$ cat src/rtl/image_diff_scanner_pkg.sv
// Shared types and constants for the image diff scanner.
package image_diff_scanner_pkg;

  localparam int unsigned GRID_W = 16;
  localparam int unsigned GRID_H = 12;
  localparam int unsigned CELLS  = GRID_W * GRID_H;

  typedef enum logic [2:0] {
    ObjEmpty  = 3'b000,
    ObjHead   = 3'b001,
    ObjBody   = 3'b010,
    ObjApple  = 3'b011,
    ObjBorder = 3'b100
  } obj_code_t;

  typedef enum logic [1:0] {
    StStart,
    StScan,
    StUpdate,
    StWait
  } state_t;

  // Priority encode game-logic flags: head > body > apple > border.
  function automatic obj_code_t encode_obj(input logic head, input logic body,
                                           input logic apple, input logic border);
    if (head)        return ObjHead;
    else if (body)   return ObjBody;
    else if (apple)  return ObjApple;
    else if (border) return ObjBorder;
    else             return ObjEmpty;
  endfunction

endpackage

$ cat src/rtl/image_diff_scanner_frame_store.sv
// Copy of what is currently on screen: one 3-bit object code per grid cell, indexed y*16+x.
module image_diff_scanner_frame_store
  import image_diff_scanner_pkg::*;
(
  input  logic       clk_i,
  input  logic       rst_ni,
  input  logic       clr_i,
  input  logic       we_i,
  input  logic [3:0] x_i,
  input  logic [3:0] y_i,
  input  logic [2:0] wdata_i,
  output logic [2:0] rdata_o
);

  logic [2:0] mem_q [CELLS];
  logic [7:0] addr;

  // GRID_W is 16, so y*16+x is a plain concatenation.
  assign addr = {y_i, x_i};

  // Register file with async clear, sync clear (wins over write) and single write port.
  always_ff @(posedge clk_i or negedge rst_ni) begin
    if (!rst_ni) begin
      for (int unsigned i = 0; i < CELLS; i++) mem_q[i] <= '0;
    end else if (clr_i) begin
      for (int unsigned i = 0; i < CELLS; i++) mem_q[i] <= '0;
    end else if (we_i) begin
      mem_q[addr] <= wdata_i;
    end
  end

  assign rdata_o = mem_q[addr];

endmodule

$ cat src/rtl/image_diff_scanner.sv
// Raster-scans the game grid and requests a redraw only for cells that differ from the screen.
module image_diff_scanner
  import image_diff_scanner_pkg::*;
(
  input  logic       clk,
  input  logic       nrst,
  input  logic       snakeHead,
  input  logic       snakeBody,
  input  logic       apple,
  input  logic       border,
  input  logic       mode_pb,
  input  logic       GameOver,
  input  logic       cmd_done,
  output logic [3:0] x,
  output logic [3:0] y,
  output logic [2:0] obj_code,
  output logic       diff,
  output logic       enable_loop,
  output logic       en_update,
  output logic       init_cycle,
  output logic       sync_reset
);

  localparam logic [3:0] XMax = 4'(GRID_W - 1);
  localparam logic [3:0] YMax = 4'(GRID_H - 1);

  state_t     state_q, state_d;
  logic [3:0] x_q, x_d, y_q, y_d;
  logic       init_q, init_d;
  logic       mode_q, over_q, sync_q;
  logic       restart, advance, store_we;
  logic [2:0] store_rdata;
  obj_code_t  obj_enc;

  assign restart = (mode_pb & ~mode_q) | (GameOver & ~over_q);

  // Combinational object encoding of the cell currently presented.
  always_comb begin
    obj_enc = encode_obj(snakeHead, snakeBody, apple, border);
  end

  assign obj_code    = obj_enc;
  assign diff        = init_q | (obj_code != store_rdata);
  assign x           = x_q;
  assign y           = y_q;
  assign init_cycle  = init_q;
  assign sync_reset  = sync_q;
  assign enable_loop = (state_q == StScan);
  assign en_update   = (state_q == StUpdate);
  // A restart clears the store, so drop any write landing in the same cycle.
  assign store_we    = (state_q == StUpdate) & ~restart;

  // Next-state, scan position and init flag; restart overrides everything.
  always_comb begin
    state_d = state_q;
    x_d     = x_q;
    y_d     = y_q;
    init_d  = init_q;
    advance = 1'b0;

    unique case (state_q)
      StStart:  if (cmd_done) state_d = StScan;
      StScan: begin
        if (diff) state_d = StUpdate;
        else      advance = 1'b1;
      end
      StUpdate: state_d = StWait;
      StWait: begin
        if (cmd_done) begin
          advance = 1'b1;
          state_d = StScan;
        end
      end
      default:  state_d = StStart;
    endcase

    if (advance) begin
      if (x_q == XMax) begin
        x_d = '0;
        if (y_q == YMax) begin
          y_d    = '0;
          init_d = 1'b0;
        end else begin
          y_d = y_q + 4'd1;
        end
      end else begin
        x_d = x_q + 4'd1;
      end
    end

    if (restart) begin
      state_d = StStart;
      x_d     = '0;
      y_d     = '0;
      init_d  = 1'b1;
    end
  end

  // State, position, edge-detect and restart-pulse registers.
  always_ff @(posedge clk or negedge nrst) begin
    if (!nrst) begin
      state_q <= StStart;
      x_q     <= '0;
      y_q     <= '0;
      init_q  <= 1'b1;
      mode_q  <= 1'b0;
      over_q  <= 1'b0;
      sync_q  <= 1'b0;
    end else begin
      state_q <= state_d;
      x_q     <= x_d;
      y_q     <= y_d;
      init_q  <= init_d;
      mode_q  <= mode_pb;
      over_q  <= GameOver;
      sync_q  <= restart;
    end
  end

  image_diff_scanner_frame_store u_frame_store (
    .clk_i   (clk),
    .rst_ni  (nrst),
    .clr_i   (restart),
    .we_i    (store_we),
    .x_i     (x_q),
    .y_i     (y_q),
    .wdata_i (obj_code),
    .rdata_o (store_rdata)
  );

endmodule

$ cat config.mk
export PLATFORM = sky130hd
export DESIGN_NAME = image_diff_scanner
export DESIGN_NICKNAME = d
export VERILOG_FILES = /design/src/rtl/image_diff_scanner_pkg.sv /design/src/rtl/image_diff_scanner_frame_store.sv /design/src/rtl/image_diff_scanner.sv
export SDC_FILE = /design/constraint.sdc
export NUM_CORES = 1
export LEC_CHECK = 0
export BUFFER_PORTS_ARGS = -buffer_cell sky130_fd_sc_hd__buf_2
export CAP_MARGIN = 15
export CORE_MARGIN = 3
export CORE_UTILIZATION = 56
export DETAILED_ROUTE_END_ITERATION = 12
export PLACE_DENSITY_LB_ADDON = 0.25
export SYNTH_ARGS = -nofsm -noshare
export SYNTH_HDL_FRONTEND = slang
export SYNTH_SLANG_ARGS = --single-unit
$ cat constraint.sdc
create_clock -name clk -period 3.95 [get_ports clk]
set_input_delay 0.1975 -clock clk [delete_from_list [all_inputs] [get_ports clk]]
set_output_delay 0.1975 -clock clk [all_outputs]
set_load 0.05 [all_outputs]
==> impl_metrics.py, run 1 <==
metrics = {
    "logic_synthesis": {
        "yosys-mux-area-fraction_pct": 11.80,
        "synth_top_family_by_area": "compound AO/OA/AOI/OAI gates",
        "synthAdderAreaFrac_pct": 0.4667,
        "ys_seq_elements": 590,
        "synth_compound_area_share_pct": 20.57,
        "yosysWarnings": 0,
        "syn_inst": 3100,
        "synth_edf_count": 0,
        "yosys.area_share.simple_pct": 12.63,
        "avgSynthCellArea_um2": 9.513,
        "yosysSeqAreaShare_pct": 50.07,
        "synth_cell_types": 63,
        "synth-xor-area-share_pct": 0.05940,
        "synth_nets": 3120,
        "postSynth.asyncResetShare_pct": 100.0,
        "synth_area_um2": 29490,
        "ys.flop_type": "dfrtp_1",
    },
    "timing": {
        "finalWorstPathRequiredPeriod_ns": 4.225,
        "hold_viol": 0,
        "worst-slew-pin-transition_ns": 1.462,
        "setup_viol": 8,
        "period_share_pct": 107.0,
        "rsz0062_at_grt": "true",
        "layout_setup_ws_ns": -0.2748,
        "hold_ws_ns": 0.1242,
        "slew_headroom_pct": 2.505,
        "maxSlewViolCount": 0,
        "skew_ns": 0.02064,
        "fmax_mhz": 236.7,
    },
    "drt": {
        "vias_per_cell": 6.751,
        "wirelength_met1_um": 36390,
        "drt-wirelength-per-cell_um": 24.55,
        "wl_um": 93230,
        "drt_first_pass_iters": 6,
        "vias": 25630,
        "drtIter0Drc": 3281,
        "route.met3.wl_um": 9668,
        "dr_wl_met2_um": 42660,
        "ant_nets": 0,
        "routed.top_layer": "met4",
        "route.detailed.drc": 0,
    },
    "global_route": {
        "grt_antenna_before_repair": 1,
        "grt-ovfl-total": 0,
        "grt_max_degree": 225,
        "grt_pass1_vias": 25180,
        "grt_pass1_wl_um": 146400,
        "grt.total_usage_pct": 33.36,
    },
    "status": {
        "status": "finished, violations left",
        "violations": "negative setup slack",
    },
    "cells_and_area": {
        "seqCellArea_um2": 14780,
        "syn_to_final_growth_pct": 13.53,
        "antenna_cells": 0,
        "instances_no_fill": 3797,
        "multi_input_area_um2": 13620,
        "fill_cells": 3972,
        "layout.nets": 3086,
        "postLayoutCoreUtil_pct": 64.74,
        "drive_above_1_share_pct": 15.14,
    },
    "power_and_ir_drop": {
        "peakVddDrop_uv": 325.3,
        "leakage_nw": 12.95,
        "p_total_mw": 13.94,
        "powerDensity_nw_per_um2": 416.4,
    },
    "setup_path": {
        "cp_cell_sequence": "buf_4 > buf_12 > mux4_2 > a22o_1 > a211o_1 > o211ai_1 > nand4_1 > or3_1 > a21o_1 > buf_6 > nor3_4 > inv_2 > buf_8",
        "critPathKind": "flop to primary output",
        "crit_path_start_kind": "flop",
        "cp_slowest_cell": "mux4_2",
        "cp-end-kind": "primary output",
        "critical_path.top_delay_family": "compound AO/OA/AOI/OAI gates",
        "cp_num_buf_inv": 5,
        "max_stage_delay_ns": 0.53,
        "crit_fanout": 7,
        "worst_ep_arrival_time_ns": 4.03,
        "cp.required_ns": 3.75,
    },
    "cts": {
        "htree_levels": 3,
        "clock_latency_ns": 0.61,
        "cts_num_sinks": 590,
        "path_clk_slew_ns": 0.07,
        "cts_tree": "done",
        "clk_path_buf_depth": 3,
        "cts_root_buf": "clkbuf_16",
        "cts-buffers-inserted": 67,
    },
    "die": {
        "die-area_um2": 55450,
        "coreArea_um2": 51720,
        "die_w_um": 235.5,
        "initial_utilization_pct": 57.02,
        "num_io_pins": 25,
        "die_h_um": 235.5,
        "rows": 83,
    },
    "place": {
        "dp.cells": 3641,
        "hpwl_um": 55910,
        "place_congestion": 0.9254,
        "port_buffers": 24,
    },
    "hold_path": {
        "hold_path_class": "primary input to flop",
    },
    "flow_run": {
        "cap_viol_max_count": 0,
    },
}
-- layout make-up --
type,instances,share of cell area (%)
flip-flops and latches,590,44.14
multi-input cells,2199,40.67
clock buffers,105,6.323
repair buffers,192,5.651
well taps,680,2.541
clock inverters,15,0.4559
inverters,16,0.2168
-- synthesized netlist by cell type, types with 6 or more instances --
library cell,instances,area [um^2]
nand4_1,7,43.79
o22ai_1,13,81.33
inv_1,11,41.29
o221ai_1,6,52.55
nor2b_1,9,56.30
buf_6,12,135.1
dfrtp_1,589,14740
a21oi_1,381,1907
ha_1,11,137.6
clkbuf_1,256,960.9
a22oi_1,19,142.6
nand2b_1,6,37.54
a211oi_1,190,1426
o21ai_0,376,1882
nor3_1,12,60.06
nor2_1,424,1592
a32oi_1,15,131.4
mux4_2,115,2590
o2111ai_1,7,61.31
and2_1,9,56.30
mux2_2,14,157.7
nand3_1,27,135.1
buf_2,17,85.08
nand2_1,415,1558
mux2i_1,71,710.7
-- flip-flops by register name, summed over array words and instances (netlist names) --
| register | count |
|---|---|
| x | 4 |
| y | 4 |
| sync_reset | 1 |
| u_frame_store.mem_q | 576 |
| over_q | 1 |
| state_q | 2 |
| mode_q | 1 |
| init_cycle | 1 |
-- layout by cell type (no fill, tap or decap), drive strengths merged, types with 10 or more instances in the layout --
cell type,netlist,routed
nand2,415,415
mux2i,71,71
a22oi,19,19
dfrtp,589,589
clkinv,4,14
a211oi,190,190
o22ai,13,13
nor2,424,424
and2,10,10
ha,11,11
inv,12,13
mux2,16,16
nand3,27,27
a21oi,381,381
a32oi,15,15
mux4,115,115
buf,39,187
nor3,12,12
clkbuf,256,106
o21ai,377,377
-- worst register-to-register path, delay by kind of cell, from the launching register on --
family                 cells  cell delay [ns]
DFF                        1             0.48
AOI/OAI and AO/OA          7             1.86
muxes                      1             0.53
buffers and inverters      3             0.43
and+or+nand+nor            2             0.64
-- worst paths after layout --
path,start,end,slack [ns],cells past startpoint
setup reg to reg,x[0]$_DFFE_PN0P_,y[3]$_DFFE_PN0P_,-0.10,13
hold reg to reg,u_frame_store.mem_q[561]$_DFFE_PN0P_,u_frame_store.mem_q[561]$_DFFE_PN0P_,0.53,2
max in group asynchronous,nrst,u_frame_store.mem_q[140]$_DFFE_PN0P_,2.65,3
setup / recovery,x[0]$_DFFE_PN0P_,diff,-0.27,13
hold / removal,snakeBody,u_frame_store.mem_q[533]$_DFFE_PN0P_,0.12,5
min in group asynchronous,nrst,u_frame_store.mem_q[508]$_DFFE_PN0P_,0.20,2
-- per-layer routing --
metal  vias to the layer above  track usage (%)
li1                      11000                -
met1                     12850            46.07
met2                      1480            50.52
met3                       308            8.154
met4                         0            14.97
met5                         -                0
-- repair_timing --
action | CTS | global route
gates cloned | 1 | 1
pin swaps | 12 | 15
hold buffers | 4 | 0
buffers inserted | 7 | 22
hold endpoints to repair | 72 | 0
setup endpoints to repair | 2 | 10
gates resized for setup | 19 | 26
-- kinds of logic after synthesis --
family / count (synthesis)
buf+inv: 311
compound gates: 1050
mux: 202
xor+xnor: 2
simple gates: 934
fa+ha+maj: 11
flops: 590
-- stage by stage --
stage / TNS (ns) / area (um^2) / setup slack, ns
2_1_floorplan: 0 / 29490 / 0.1081
3_3_place_gp: 0 / 30640 / 0.01047
3_5_place_dp: 0 / 30640 / 0.05919
4_1_cts: -0.2321 / 33110 / -0.2321
5_1_grt: -1.184 / 33480 / -0.3345
6_report: -0.6504 / 33480 / -0.2748
-- report_power, final --
part | switching (mW) | internal (mW)
clock | 2.53 | 3.87
sequential | 0.0219 | 6.07
combinational | 0.951 | 0.503
total | 3.50 | 10.4
Power figures use the tool's default switching activity.
==> run 2: changes to the inputs <==
CTS_CLUSTER_DIAMETER = 150   (was unset)
MAX_ROUTING_LAYER = met4   (was unset)
SLEW_MARGIN = 20   (was unset)
==> run 2 against run 1 <==
Net effect:
- the run still ends with negative setup slack left
- via count decreased by 0.56%
- cell count about the same
- clock power is 7.5% lower
- largest power group is now sequential cells
- critical endpoint unchanged
- combinational power increased by 3%
- critical path depth rose by 3
- worst hold slack lost 0.049 ns
- maximum frequency rose by 0.35%
- core utilization shrank 0.31 points
- sequential share of layout area is 0.21 points higher
- non-clock buffer count increased by 16
==> impl_metrics.py, run 2 (synthesis gave the netlist of run 1 again) <==
metrics = {
    "drt": {
        "drt_first_pass_iters": 6,
        "ant_nets": 0,
        "drtIter0Drc": 3131,
        "vias_per_cell": 6.708,
        "route.detailed.drc": 0,
        "vias": 25490,
        "drt-wirelength-per-cell_um": 24.30,
        "wl_um": 92350,
    },
    "cells_and_area": {
        "fin_area_um2": 33320,
        "largest_register_ff_count": 576,
        "syn_to_final_growth_pct": 12.99,
        "layout.nets": 3096,
        "layout_commonest_cell": "dfrtp_1",
        "postLayoutCoreUtil_pct": 64.43,
        "instances_no_fill": 3800,
        "drive_above_1_share_pct": 15.14,
        "mostFrequentLayoutCells": "dfrtp_1 (585), nor2_1 (424), nand2_1 (413)",
        "top_register": "u_frame_store.mem_q",
    },
    "place": {
        "dp.cells": 3647,
        "port_buffers": 24,
        "place_congestion": 0.9368,
        "hpwl_um": 55840,
        "place_area_um2": 30680,
    },
    "hold_path": {
        "holdPathEnd": "u_frame_store.mem_q[533]$_DFFE_PN0P_",
        "min_path_cells": 5,
        "min-delay-start": "snakeBody",
        "hold_path_class": "primary input to flop",
    },
    "power_and_ir_drop": {
        "leakage_nw": 12.91,
        "powerDensity_nw_per_um2": 404.9,
        "peakVddDrop_uv": 347.1,
    },
    "die": {
        "initial_utilization_pct": 57.02,
        "rows": 83,
        "die_h_um": 235.5,
        "coreArea_um2": 51720,
        "die-area_um2": 55450,
        "num_io_pins": 25,
        "die_w_um": 235.5,
    },
    "cts": {
        "cts_root_buf": "clkbuf_16",
        "path_clk_slew_ns": 0.07,
        "cts-buffers-inserted": 61,
        "clk_path_buf_depth": 3,
        "clock_latency_ns": 0.64,
        "htree_levels": 2,
        "cts_num_sinks": 590,
        "cts_tree": "done",
    },
    "status": {
        "violations": "negative setup slack",
        "status": "finished, violations left",
    },
    "timing": {
        "skew_ns": 0.02101,
        "layout_setup_ws_ns": -0.2599,
        "hold_viol": 0,
        "worst-slew-pin-transition_ns": 1.161,
        "setup_viol": 1,
        "hold_ws_ns": 0.07522,
        "fmax_mhz": 237.5,
        "period_share_pct": 106.6,
        "finalWorstPathRequiredPeriod_ns": 4.210,
        "rsz0062_at_grt": "true",
        "slew_headroom_pct": 22.60,
        "finalSetupTns_ns": -0.2599,
        "maxSlewViolCount": 0,
    },
    "setup_path": {
        "r2r_end": "y[1]$_DFFE_PN0P_",
        "worst_ep_arrival_time_ns": 4.01,
        "crit_path_start_kind": "flop",
        "critPathKind": "flop to primary output",
        "regToRegSetupSlack_ns": 0.07,
        "r2r-start": "x[0]$_DFFE_PN0P_",
        "cp-end-kind": "primary output",
        "r2r_cells": 15,
        "crit_fanout": 7,
        "cp.required_ns": 3.75,
    },
    "global_route": {
        "grt-ovfl-total": 0,
        "grt_pass1_vias": 24700,
        "grt_max_degree": 240,
        "grt.total_usage_pct": 33.70,
        "grt_antenna_before_repair": 3,
        "grt_pass1_wl_um": 143500,
    },
    "flow_run": {
        "cap_viol_max_count": 0,
    },
}
==> run 2: changes by cell type in the layout (fill, tap and decap cells not counted), moves of 3 or more <==
cell,change
clkbuf_8,-5
clkbuf_16,-12
diode_2,+3
bufinv_16,+4
buf_8,-3
buf_4,+18
clkinv_2,-3
buf_12,-3
==> run 2: per-layer routing <==
layer / track usage (%) / vias up / routed length, um
li1: - / 11020 / -
met1: 45.00 / 12700 / 36300
met2: 50.20 / 1478 / 42530
met3: 7.334 / 285 / 9405
met4: 14.60 / 0 / 4120
met5: - / - / 0
==> run 2: worst max path at each step <==
stage	startpoint	endpoint
floorplan	x[0]$_DFFE_PN0P_	y[3]$_DFFE_PN0P_
global placement	x[0]$_DFFE_PN0P_	diff
detailed placement	x[0]$_DFFE_PN0P_	x[0]$_DFFE_PN0P_
CTS	x[0]$_DFFE_PN0P_	diff
global route	x[0]$_DFFE_PN0P_	diff
finish	x[0]$_DFFE_PN0P_	diff
==> run 2: cell type report <==
class,count,area (um^2)
clock buffers,86,1740
multi-input cells,2199,13620
fillers,4029,18400
well taps,680,850.8
diodes,3,7.507
clock inverters,18,275.3
flip-flops and latches,590,14780
repair buffers,208,1977
inverters,16,75.07
==> run 2: power breakdown <==
part / leakage [nW] / internal [mW] / switching (mW)
logic: 3.69 / 0.528 / 0.958
registers: 8.23 / 6.07 / 0.0185
clock network: 0.993 / 3.49 / 2.43
total: 12.9 / 10.1 / 3.41
==> run 2: per-stage QoR <==
stage	setup slack, ns	power, mW
after floorplan	0.1081	6.996
after global placement	-0.04840	7.463
after detailed placement	-0.03138	7.486
after CTS	-0.3390	13.42
after global routing	-0.3188	13.88
final	-0.2599	13.49
==> run 2: worst max-delay path, cell delays in order, from the launching register on <==
cell	delay, ns
dfrtp_4	0.48
buf_6	0.14
buf_12	0.12
buf_16	0.15
mux4_2	0.42
a22o_1	0.20
a211o_1	0.27
o211ai_1	0.12
nand4_1	0.22
or3_1	0.39
a21o_1	0.19
buf_6	0.12
buf_6	0.11
nor3_2	0.10
buf_4	0.15
inv_4	0.04
buf_8	0.14
==> run 2: what timing repair did <==
| item | 4_1_cts | 5_1_grt |
|---|---|---|
| pin swaps | 8 | 16 |
| hold buffers | 4 | 0 |
| hold endpoints to repair | 85 | 0 |
| cloned | 1 | 1 |
| buffers inserted | 11 | 29 |
| gates resized for setup | 25 | 20 |
| endpoints found under the setup margin | 8 | 10 |
